<file path="config.mk">
export PLATFORM = sky130hd
export DESIGN_NAME = booth_mul4
export DESIGN_NICKNAME = d
export VERILOG_FILES = /design/src/rtl/booth_mul4.sv
export SDC_FILE = /design/constraint.sdc
export NUM_CORES = 1
export LEC_CHECK = 0
export BUFFER_PORTS_ARGS = -buffer_cell sky130_fd_sc_hd__buf_2
export CORE_MARGIN = 4
export CORE_UTILIZATION = 59
export DETAILED_ROUTE_END_ITERATION = 16
export PLACE_DENSITY = 0.82
export REMOVE_ABC_BUFFERS = 1
export SYNTH_ARGS = -nofsm -noshare
export SYNTH_HDL_FRONTEND = slang
export SYNTH_HIERARCHICAL = 1
export SYNTH_SLANG_ARGS = --single-unit
</file>
<file path="constraint.sdc">
create_clock -name clk -period 4.6 [get_ports clk]
set_input_delay 0 -clock clk [delete_from_list [all_inputs] [get_ports clk]]
set_output_delay 0 -clock clk [all_outputs]
set_load 0.03 [all_outputs]
</file>
<file path="src/rtl/booth_mul4.sv">
// Sequential signed 4x4 radix-2 Booth multiplier built around the 4-bit add/sub
// datapath; one Booth step per clock, four steps per product.

module add_subb (
    input  logic [3:0] a,
    input  logic [3:0] b,
    input  logic       m,
    output logic [3:0] s,
    output logic       cout,
    output logic       v
);
    logic [3:0] b_eff;

    // m=1 selects a-b as a + ~b + 1.
    assign b_eff     = b ^ {4{m}};
    assign {cout, s} = {1'b0, a} + {1'b0, b_eff} + {4'b0000, m};
    assign v         = (a[3] == b_eff[3]) && (s[3] != a[3]);
endmodule

module booth_mul4 (
    input  logic       clk,
    input  logic       rst,
    input  logic       start,
    input  logic [3:0] a,
    input  logic [3:0] b,
    output logic       busy,
    output logic       done,
    output logic [7:0] p
);
    // Handshake: start is sampled only while idle (busy=0); the edge that sees
    // start=1 captures a/b. done pulses for one cycle when p updates; p then
    // holds until the next completion. start during busy is ignored.
    typedef enum logic {IDLE, RUN} state_t;

    state_t     state_q, state_d;
    logic [3:0] acc_q, acc_d;
    logic [3:0] q_q, q_d;
    logic       q_1_q, q_1_d;
    logic [3:0] m_q, m_d;
    logic [1:0] cnt_q, cnt_d;
    logic       busy_q, busy_d;
    logic       done_q, done_d;
    logic [7:0] p_q, p_d;

    logic [3:0] s;
    logic       v;
    logic       cout_unused;
    logic       do_arith;
    logic [3:0] sum;
    logic       sgn;

    // Pair 10 subtracts, 01 adds; 00/11 bypass the adder entirely.
    assign do_arith = q_q[0] ^ q_1_q;

    add_subb u_add_subb (
        .a    (acc_q),
        .b    (m_q),
        .m    (q_q[0]),
        .s    (s),
        .cout (cout_unused),
        .v    (v)
    );

    assign sum = do_arith ? s : acc_q;
    // Sign of the true 5-bit result; needed when A-M overflows (M=-8).
    assign sgn = sum[3] ^ (do_arith & v);

    always_comb begin
        state_d = state_q;
        acc_d   = acc_q;
        q_d     = q_q;
        q_1_d   = q_1_q;
        m_d     = m_q;
        cnt_d   = cnt_q;
        busy_d  = busy_q;
        done_d  = 1'b0;
        p_d     = p_q;
        case (state_q)
            IDLE: begin
                if (start) begin
                    m_d     = a;
                    q_d     = b;
                    acc_d   = 4'h0;
                    q_1_d   = 1'b0;
                    cnt_d   = 2'd0;
                    busy_d  = 1'b1;
                    state_d = RUN;
                end
            end
            RUN: begin
                acc_d = {sgn, sum[3:1]};
                q_d   = {sum[0], q_q[3:1]};
                q_1_d = q_q[0];
                cnt_d = cnt_q + 2'd1;
                if (cnt_q == 2'd3) begin
                    p_d     = {acc_d, q_d};
                    done_d  = 1'b1;
                    busy_d  = 1'b0;
                    state_d = IDLE;
                end
            end
            default: state_d = IDLE;
        endcase
    end

    always_ff @(posedge clk or posedge rst) begin
        if (rst) begin
            state_q <= IDLE;
            acc_q   <= 4'h0;
            q_q     <= 4'h0;
            q_1_q   <= 1'b0;
            m_q     <= 4'h0;
            cnt_q   <= 2'd0;
            busy_q  <= 1'b0;
            done_q  <= 1'b0;
            p_q     <= 8'h00;
        end else begin
            state_q <= state_d;
            acc_q   <= acc_d;
            q_q     <= q_d;
            q_1_q   <= q_1_d;
            m_q     <= m_d;
            cnt_q   <= cnt_d;
            busy_q  <= busy_d;
            done_q  <= done_d;
            p_q     <= p_d;
        end
    end

    assign busy = busy_q;
    assign done = done_q;
    assign p    = p_q;
endmodule

</file>
# After elaboration in Yosys (flattened, before gate mapping)
# Index checks and enable logic that the tools add are counted.
# op_classes
n_bitwise	5
reduce_logical	4
mux	17
eq_ne	5
addsub	3
# op_table
cell	n
one-hot mux 4 bit (2 select lines)	2
two-way mux 4 bit	3
two-way mux 1 bit	7
one-hot mux 1 bit (2 select lines)	3
AND reduction 2 bit	3
adder 4 x 1 -> 4 bit	1
adder 4 bit	1
one-hot mux 2 bit (2 select lines)	1
bitwise XOR 4 bit	1
adder 2 x 1 -> 2 bit, second input constant	1
== test 2 bit, second input constant	1
two-way mux 2 bit	1
!= test 2 x 1 -> 1 bit, second input constant	1
!= test 2 bit, second input constant	1
bitwise XOR 1 bit	2
AND 1 bit	1
== test 1 bit	1
logical AND 1 bit	1
!= test 1 bit	1
NOT 1 bit	1
# word_totals
out_inout_bits	10
wordCells	43
inputBits	11
regBits	26

# Longest topological paths before layout
# Gate-level depths: netlist (run 1).
# logic_depth
ltp_word	8
depth_mapped	8

# By module
# The synthesis (run 1) kept the hierarchy.
# modules_own_cells
mod	cells_each	instances	seq_area_each_um2	area_per_inst_um2
booth_mul4	89	1	650.6	1093.5
add_subb	18	1	0.0	193.9

# Least setup slack after synthesis (run 1)
# OpenSTA, ideal clock, no wires.
# synth_path
path_kind	reg2reg
startpoint	reg q_q[0]
endpoint	reg acc_q[3]
stages_incl_launch_ff	9
arrival_time_ns	2.072
path_buffers	0
period_less_slack_ns	2.201
required_time_ns	4.470
path_slack_ns	2.399
setup_time_ns	0.130
path_cell_list	dfrtp_1 -> xor2_1 -> ha_1 -> a21o_1 -> a31oi_4 -> mux2_4 -> xor2_1 -> mux2i_1 -> mux2i_1
# synth_via
elab_chain_cells	8
# synth_lines
element	line	rtl
start: declaration	37	logic [3:0] q_q, q_d;
start signal: assignment	120	q_q <= q_d;
bitwise XOR 4 bit	15	assign b_eff = b ^ {4{m}};
adder 4 bit	16	assign {cout, s} = {1'b0, a} + {1'b0, b_eff} + {4'b0000, m};
adder 4 x 1 -> 4 bit	16	
!= test 1 bit	17	assign v = (a[3] == b_eff[3]) && (s[3] != a[3]);
logical AND 1 bit (*)	17	
named net v	46	logic v;
AND 1 bit (*)	66	assign sgn = sum[3] ^ (do_arith & v);
bitwise XOR 1 bit (*)	66	
one-hot mux 4 bit (2 select lines) (*)	78	case (state_q)
end signal: assignment	109	acc_q <= 4'h0;
end signal: assignment	119	acc_q <= acc_d;
end: declaration	36	logic [3:0] acc_q, acc_d;
# Mark *: on every way through the listed nets, which the timed path passes. The rest lies on a longest branch.
# A chain may end at the register's enable or synchronous reset.

# Worst setup path after layout (run 1)
# Same ends and word-level chain as after synthesis.

==> results of run 1 <==
sequential cells by signal (all words and copies together), names as in the netlist:
signal and cells:
acc_q 4, cnt_q 2, m_q 4, state_q 1
busy 1, p 8, q_q 4, done 1
q_1_q 1
routing by layer:
layer | vias up | track usage [%] | share of wire [%]
li1 | 412 | - | -
met1 | 409 | 24.5 | 41
met2 | 24 | 37.3 | 52
met3 | 6 | 4.90 | 5.2
met4 | 0 | 6.64 | 1.9
met5 | - | 0 | 0
cell type report:
cell class                 count  area, sq um  share of cell area, %
sequential                    26          651                   43.4
timing repair buffer          29          190                   12.7
clock buffer                   3         22.5                   1.50
multi-input combinational     73          596                   39.7
tap                           27         33.8                   2.25
inverter                       2         7.51                  0.500
per-stage QoR:
step	instance area [sq um]	util, %
after floorplan	1250	-
after global placement	1390	69.3
after detailed placement	1390	69.3
after CTS	1500	74.9
after global routing	1500	74.9
final	1500	74.9
worst register-to-register path, cell delays in order (launching register included):
cell and delay (ns):
dfrtp_1 0.51, xor2_1 0.21, ha_1 0.37, a21o_1 0.25
a31oi_4 0.18, mux2_4 0.32, xor2_1 0.14, mux2i_1 0.18
mux2i_1 0.11
what timing repair did:
action | in CTS | in global routing
hold buffers | 9 | 0
endpoints found under the hold margin | 34 | 0
setup endpoints to repair | 0 | 0
path summary, 6_finish.rpt:
| kind | start | endpoint | cells after the start |
|---|---|---|---|
| max reg2reg | q_q[0] | acc_q[3] | 8 |
| min | start | q_1_q | 2 |
| max in group asynchronous | rst | done | 3 |
| min in group asynchronous | rst | acc_q[0] | 3 |
| max | q_q[0] | acc_q[3] | 8 |
| min reg2reg | p[6] | p[6] | 2 |
==> impl_metrics.tcl, run 1 <==
set metrics [dict create \
    status "complete, no violations" \
    overflow 0 \
    hp-class "input pin to flop" \
    antenna_found_initial 0 \
    drtIter0Drc 6 \
    path_delay_family "multiplexers" \
    drv_slew 0 \
    antenna_left 0 \
    cp.required_ns 4.79 \
    netlist_area_sq_um 1270 \
    finalWorstSetupSlack_ns 2.21 \
    dr.pass1.iters 5 \
    nNetsFinal 151 \
    cpPeakStageDelay_ns 0.51 \
    gr-usage-all-layers_pct 20.9 \
    die_area_sq_um 2960 \
    row_count 16 \
    die_height_um 54.4 \
    place_hpwl_um 1680 \
    end_kind "flop" \
    synth_warnings 6 \
    grt_setup_unrepaired "no" \
    dp_slack_ns 2.23 \
    clock_latency_ns 0.32 \
    clk_transition_reported_paths_ns 0.13 \
    timing.fmax_mhz 418 \
    htreeDepth 1 \
    grt_max_degree 27 \
    path_class "flop to flop" \
    syn-instance-count 105 \
    die_width_um 54.4 \
    cts_root_buffer "clkbuf_4" \
    cap_violations 0 \
    cts_buffers 3 \
    relSlewSlack_pct 35.0 \
    tns_ns 0 \
    ctsLongestPathBuffers 2 \
    reg2reg_slack_ns 2.21 \
    port_buffers 20 \
    place_congestion 0.753 \
    start_kind "flop" \
    drive_above_1_share_pct 25.6 \
    mostFrequentLayoutCells "26 x dfrtp_1, 20 x buf_2, 13 x mux2i_1" \
    final_cells 160 \
    finalHoldViolCount 0 \
    io_pins 21 \
    areaGrowthSynthToFinish_pct 17.9 \
    cts_setup_buffers 0 \
    worstPathCellList "xor2_1 > ha_1 > a21o_1 > a31oi_4 > mux2_4 > xor2_1 > mux2i_1 > mux2i_1" \
    routedWlPerCell_um 15.8 \
    worstPathArrival_ns 2.59 \
    min_period_ns 2.39 \
    worstMarginPinSlew_ns 0.974 \
    crit_fanout 7 \
    nFillCells 148 \
    wirelength_um 2530 \
    via_count 851 \
    cts_tree "built" \
    crit_buf_inv 0 \
    layout_commonest_cell "dfrtp_1" \
    slowest_stage "dfrtp_1" \
    initial_core_util_pct 63.6 \
    setup_viol 0 \
    period_share_pct 52.1 \
    grt_pass1_wl_um 4270 \
    hold_ws_ns 0.0930 \
    grt_pass1_vias 895 \
    core_area_sq_um 2000 \
    cts.sinks 26 \
    routed_via_density 5.32 \
    dp.cells 148 \
    drcViolationCount 0 \
    finClkSkew_ns 0.00403 \
    syn_area_per_cell_sq_um 12.1 \
    n_antenna_cell 0 \
    cts_resized 0 \
]
Power of run 1 is left out: the tool's default activity adds up to more than one toggle a clock period on the data nets, which glitch-free logic cannot reach.
==> inputs of run 2 (changes only) <==
Settings changed: ABC_AREA set to 1, CORE_UTILIZATION 59 to 49, PLACE_DENSITY 0.82 to 0.73.
Clock period 4.6 ns to 2.05 ns, I/O delays scaled along.
==> run 2 against run 1 <==
  * The flow now finishes with violations (hold timing)
  * Register-to-register slack worse by 2.1 ns
  * Non-clock buffer count is 7 higher
  * Clock skew is 0.0020 ns lower
  * Critical path depth is 3 higher
  * Maximum frequency is 25% higher
  * Via count is 26% higher
  * Utilization is 11 points lower
  * Die area is 17% higher
  * Worst setup slack worse by 2.1 ns
  * Sequential share of layout area is 2.3 points lower
  * Critical path type unchanged
==> impl_metrics.tcl, run 2 <==
set metrics [dict create \
    cts.sinks 26 \
    netlist_area_sq_um 1270 \
    cts_root_buffer "clkbuf_4" \
    drtIter0Drc 32 \
    end_kind "flop" \
    via_count 1072 \
    n_antenna_cell 0 \
    place_hpwl_um 1850 \
    clk_transition_reported_paths_ns 0.13 \
    worstPathArrival_ns 2.14 \
    antenna_left 0 \
    port_buffers 20 \
    period_share_pct 93.7 \
    dr.pass1.iters 4 \
    multiInputGateArea_sq_um 556 \
    powerDensity_nw_per_um2 1800 \
    hold_ws_ns -0.00190 \
    clock_latency_ns 0.32 \
    die_height_um 59.0 \
    ctsLongestPathBuffers 2 \
    min_period_ns 1.92 \
    core_area_sq_um 2480 \
    cap_violations 0 \
    crit_top_cell "nand2_1" \
    placed_area_sq_um 1420 \
    tns_ns 0 \
    nFillCells 213 \
    synth_warnings 6 \
    overflow 0 \
    drive_above_1_share_pct 22.1 \
    row_count 18 \
    grt_max_degree 27 \
    nNetsFinal 199 \
    htreeDepth 1 \
    routedWlPerCell_um 12.3 \
    cts_tree "built" \
    cts_buffers 3 \
    slowest_stage "dfrtp_2" \
    cp.required_ns 2.27 \
    io_pins 21 \
    ir_worst_vdd_v 0.00110 \
    setup_viol 0 \
    routed_via_density 5.08 \
    grt_pass1_vias 1042 \
    syn_area_per_cell_sq_um 8.91 \
    crit_fanout 5 \
    areaGrowthSynthToFinish_pct 24.7 \
    drv_slew 0 \
    hp-class "input pin to flop" \
    seqCellArea_sq_um 652 \
    start_kind "flop" \
    status "finished, violations left" \
    cpPeakStageDelay_ns 0.48 \
    mostFrequentLayoutCells "44 x nand2_1, 25 x dfrtp_1, 20 x buf_2" \
    cellLeakagePower_nw 0.854 \
    worstMarginPinSlew_ns 0.326 \
    layout_commonest_cell "nand2_1" \
    grt_pass1_wl_um 4480 \
    largest_register_ffs 8 \
    gr-usage-all-layers_pct 16.9 \
    syn-instance-count 143 \
    initial_core_util_pct 51.4 \
    finalHoldViolCount 1 \
    timing.fmax_mhz 520 \
    worstPathCellList "xor2_1 > ha_1 > nand2_1 > inv_1 > nand2_2 > nand3_2 > nand2_1 > nor2_1 > nand4_1 > nand3_1 > nand2_1" \
    die_width_um 59.0 \
    die_area_sq_um 3480 \
    path_class "flop to flop" \
    violations "hold timing" \
    relSlewSlack_pct 78.3 \
    design_area_sq_um 1590 \
    wirelength_um 2600 \
    antenna_found_initial 0 \
    drcViolationCount 0 \
    place_congestion 0.819 \
    finClkSkew_ns 0.00200 \
]
==> run 2: changes by cell type in the layout (fill, tap and decap cells not counted), sizes merged, moves of 4 or more <==
cell,previous run,this run
mux2i,13,0
buf,20,24
mux2,9,0
nand3,0,8
nand2b,5,0
inv,2,17
nand2,10,50
o21ai,9,14
==> run 2: critical path: cells and delay by family (launching register included) <==
family | cells | cell delay, ns
buffers and inverters | 1 | 0.06
AND/OR/NAND/NOR | 8 | 0.73
flip-flops | 1 | 0.48
XOR/XNOR | 1 | 0.18
adder cells (fa/ha/maj) | 1 | 0.38
==> run 2: report_power, final <==
group / switching, mW / internal, mW
combinational: 1.04 / 0.656
clock: 0.144 / 0.0689
sequential: 0.180 / 0.771
==> run 2: path summary, 6_finish.rpt <==
check                               from  endpoint  slack [ns]  cells past startpoint
min in group asynchronous            rst  cnt_q[0]        0.26                      4
worst max-delay path              q_q[0]  acc_q[3]        0.13                     11
worst max register to register    q_q[0]  acc_q[3]        0.13                     11
max in group asynchronous            rst    q_q[0]        1.53                      4
worst min register to register  cnt_q[0]  cnt_q[0]        0.49                      1
worst min-delay path               start    m_q[3]      -0.002                      4
==> run 2: per-layer routing <==
| layer | wire, um | vias to the layer above | share of wire (%) | global-route usage, % |
|---|---|---|---|---|
| li1 | - | 536 | - | - |
| met1 | 1170 | 505 | 45 | 22.5 |
| met2 | 1250 | 29 | 48 | 28.7 |
| met3 | 158 | 2 | 6.1 | 3.27 |
| met4 | 23 | 0 | 0.89 | 3.88 |
| met5 | 0 | - | 0 | 0 |
==> run 2: cell type report <==
| type | instances | area share [%] |
|---|---|---|
| clock buffer | 3 | 1.42 |
| inverter | 18 | 4.41 |
| multi-input combinational | 98 | 35.0 |
| sequential | 26 | 41.1 |
| tap | 30 | 2.36 |
| timing repair buffer | 36 | 15.8 |
==> run 2: what timing repair did <==
item,CTS,global route
setup buffers,0,2
endpoints found under the setup margin,0,4
endpoints found under the hold margin,34,0
gates resized for setup,0,2
hold buffers,12,0
==> run 2: per-stage QoR <==
stage	setup slack (ns)	total power, mW	util (%)	std cells
detailed placement	0.0890	2.56	57.4	194
global route	-0.00913	3.17	64.1	211
global placement	0.224	2.47	57.4	194
floorplan	0.282	2.17	-	142
finish	0.128	2.86	64.1	211
CTS	0.0808	2.84	63.1	209
Note: power is estimated with default switching activity, not from simulation.
==> inputs of run 3 (changes only) <==
Settings changed: SYNTH_HIERARCHICAL 1 to unset.
==> run 3 against run 2 <==
  * The flow now finishes without violations
  * Die area fell by 0.59%
  * Power fell by 2.3%
  * Utilization fell by 1.0 points
  * Critical path depth fell by 1
  * Combinational power fell by 12%
  * Count of clock-buffer cells in the layout did not move
  * Synthesized cell count fell by 1.4%
  * Final cell count fell by 2.4%
  * First-iteration DRC count fell by 16%
  * Flip-flop and latch count did not move
  * Via count fell by 5.4%
==> impl_metrics.tcl, run 3 <==
set metrics [dict create \
    status "complete, no violations" \
    place_congestion 0.794 \
    netlist_area_sq_um 1260 \
    yosys.area_share.simple_pct 22.7 \
    routedWlPerCell_um 12.9 \
    finClkSkew_ns 0.00918 \
    drv_slew 0 \
    cap_violations 0 \
    crit_fanout 6 \
    htreeDepth 1 \
    cts_setup_buffers 0 \
    port_buffers 20 \
    grt_pass1_vias 1024 \
    crit_start "q_q[0]" \
    synth_area_leader_cell "dfrtp_1" \
    die_height_um 58.8 \
    drcViolationCount 0 \
    initial_core_util_pct 51.1 \
    powerDensity_nw_per_um2 1790 \
    cts_buffers 3 \
    overflow 0 \
    ctsLongestPathBuffers 2 \
    areaGrowthSynthToFinish_pct 23.5 \
    cts_root_buffer "clkbuf_4" \
    synth_compound_area_share_pct 10.5 \
    placed_area_sq_um 1390 \
    synth_top_family_by_area "simple AND/OR/NAND/NOR gates" \
    clock_latency_ns 0.33 \
    cts.sinks 26 \
    antenna_left 0 \
    hp-class "input pin to asynchronous set/reset pin" \
    slowest_stage "dfrtp_1" \
    synth_xor_xnor_area_share_pct 2.77 \
    place_hpwl_um 1930 \
    layout_commonest_cell "nand2_1" \
    synth_top_cells_by_area "dfrtp_1 51%, nand2_1 14%, o21ai_1 4.0%, inv_1 3.6%, ha_1 3.0%" \
    timing.rr.start "q_q[0]" \
    n_antenna_cell 0 \
    syn_area_per_cell_sq_um 8.97 \
    drtIter0Drc 27 \
    synth_top_flop_cell "dfrtp_1" \
    worstMarginPinSlew_ns 0.477 \
    synth_warnings 0 \
    utilization_pct 63.1 \
    async_flop_share_pct 100 \
    multiInputGateArea_sq_um 522 \
    gr-usage-all-layers_pct 17.7 \
    synth_most_common_cell "nand2_1" \
    grt_max_degree 16 \
    clk_transition_reported_paths_ns 0.15 \
    muxShareOfSynthArea_pct 0.791 \
    grt_setup_unrepaired "no" \
    design_area_sq_um 1560 \
    row_count 18 \
    synth-seq-cells 26 \
    setup_viol 0 \
    finalHoldViolCount 0 \
    wirelength_um 2660 \
    syn-instance-count 141 \
    worstPathArrival_ns 2.00 \
    io_pins 21 \
    period_share_pct 86.4 \
    synth_common_cells "46 x nand2_1, 26 x dfrtp_1, 12 x inv_1" \
    worstPathCellList "xor2_1 > ha_1 > nand2_1 > inv_1 > nand2_1 > nand2_1 > nand3_1 > nand3_2 > nand3_1 > nand2_1" \
    cpPeakStageDelay_ns 0.56 \
    core_area_sq_um 2480 \
    cts_tree "built" \
    timing.fmax_mhz 565 \
    via_count 1014 \
    end_kind "flop" \
    seqCellArea_sq_um 651 \
    cellLeakagePower_nw 0.813 \
    synth.distinct_cells 26 \
    path_class "flop to flop" \
    synth-edff-count 0 \
    die_width_um 58.8 \
    tns_ns 0 \
    start_kind "flop" \
    crit_top_cell "nand2_1" \
    yosys.area.top_type_share_pct 51.4 \
    dr.pass1.iters 4 \
    grt_pass1_wl_um 4620 \
    reg2reg_slack_ns 0.28 \
    relSlewSlack_pct 68.1 \
    drive_above_1_share_pct 23.3 \
    largest_register_ffs 8 \
    mostFrequentLayoutCells "46 x nand2_1, 26 x dfrtp_1, 20 x buf_2" \
    ir_worst_vdd_v 0.000860 \
    min_period_ns 1.77 \
    antenna_found_initial 0 \
    nFillCells 230 \
    routed_via_density 4.92 \
    die_area_sq_um 3460 \
    nNetsFinal 192 \
    ys_seq_area_share_pct 51.4 \
    synth_fa_ha_area_share_pct 4.55 \
    cp.required_ns 2.28 \
]
run 3: path summary, 6_finish.rpt:
path,to,depth (start not counted)
setup / recovery,p[6],10
hold / removal,cnt_q[1],3
setup reg to reg,p[6],10
hold reg to reg,p[7],2
max in group asynchronous,m_q[2],4
min in group clk,m_q[0],4
run 3: worst max-delay path, delay by kind of cell, from the launching register on:
kind / cells / cell delay (ns)
flops: 1 / 0.56
simple gates: 7 / 0.50
xor+xnor: 1 / 0.30
fa+ha+maj: 1 / 0.29
buf+inv: 1 / 0.05
run 3: logic make-up (layout without fill, tap and decap cells):
kind of cell | Yosys count | count (layout)
buffers and inverters | 19 | 54
XOR/XNOR | 4 | 4
multiplexers | 1 | 1
AND/OR/NAND/NOR | 64 | 64
adder cells (fa/ha/maj) | 4 | 4
flip-flops | 26 | 26
AO/OA/AOI/OAI | 23 | 23
run 3: area by class of cell:
type                       count  area share [%]
clock buffer                   3            1.44
clock inverter                 1            1.92
inverter                      16            4.16
sequential                    26            41.6
timing repair buffer          34            15.1
multi-input combinational     96            33.4
tap                           30            2.40
run 3: what timing repair did:
item / CTS / global route
hold buffers: 12 / 0
endpoints found under the hold margin: 22 / 0
resized for setup: 0 / 0
run 3: per-stage QoR:
stage | setup WS (ns) | std cells | power [mW] | hold slack (ns)
after floorplan | 0.486 | 138 | 2.04 | 0.0400
after global placement | 0.395 | 190 | 2.33 | 0.0314
after detailed placement | 0.290 | 190 | 2.41 | 0.0400
after CTS | 0.258 | 206 | 2.81 | 0.208
after global routing | 0.106 | 206 | 3.06 | 0.230
final | 0.280 | 206 | 2.80 | 0.200
run 3: where the power goes:
part,total (mW),internal [mW],switching (mW)
clock,0.361,0.198,0.163
sequential,0.951,0.757,0.194
combinational,1.49,0.566,0.920
total,2.80,1.52,1.28
run 3: layer usage:
| metal | vias to the layer above | GRT usage (%) | part of all wire, % |
|---|---|---|---|
| li1 | 514 | - | - |
| met3 | 6 | 2.85 | 3.5 |
| met5 | - | 0 | 0 |
| met4 | 0 | 6.80 | 2.0 |
| met1 | 472 | 24.0 | 47 |
| met2 | 22 | 28.2 | 47 |
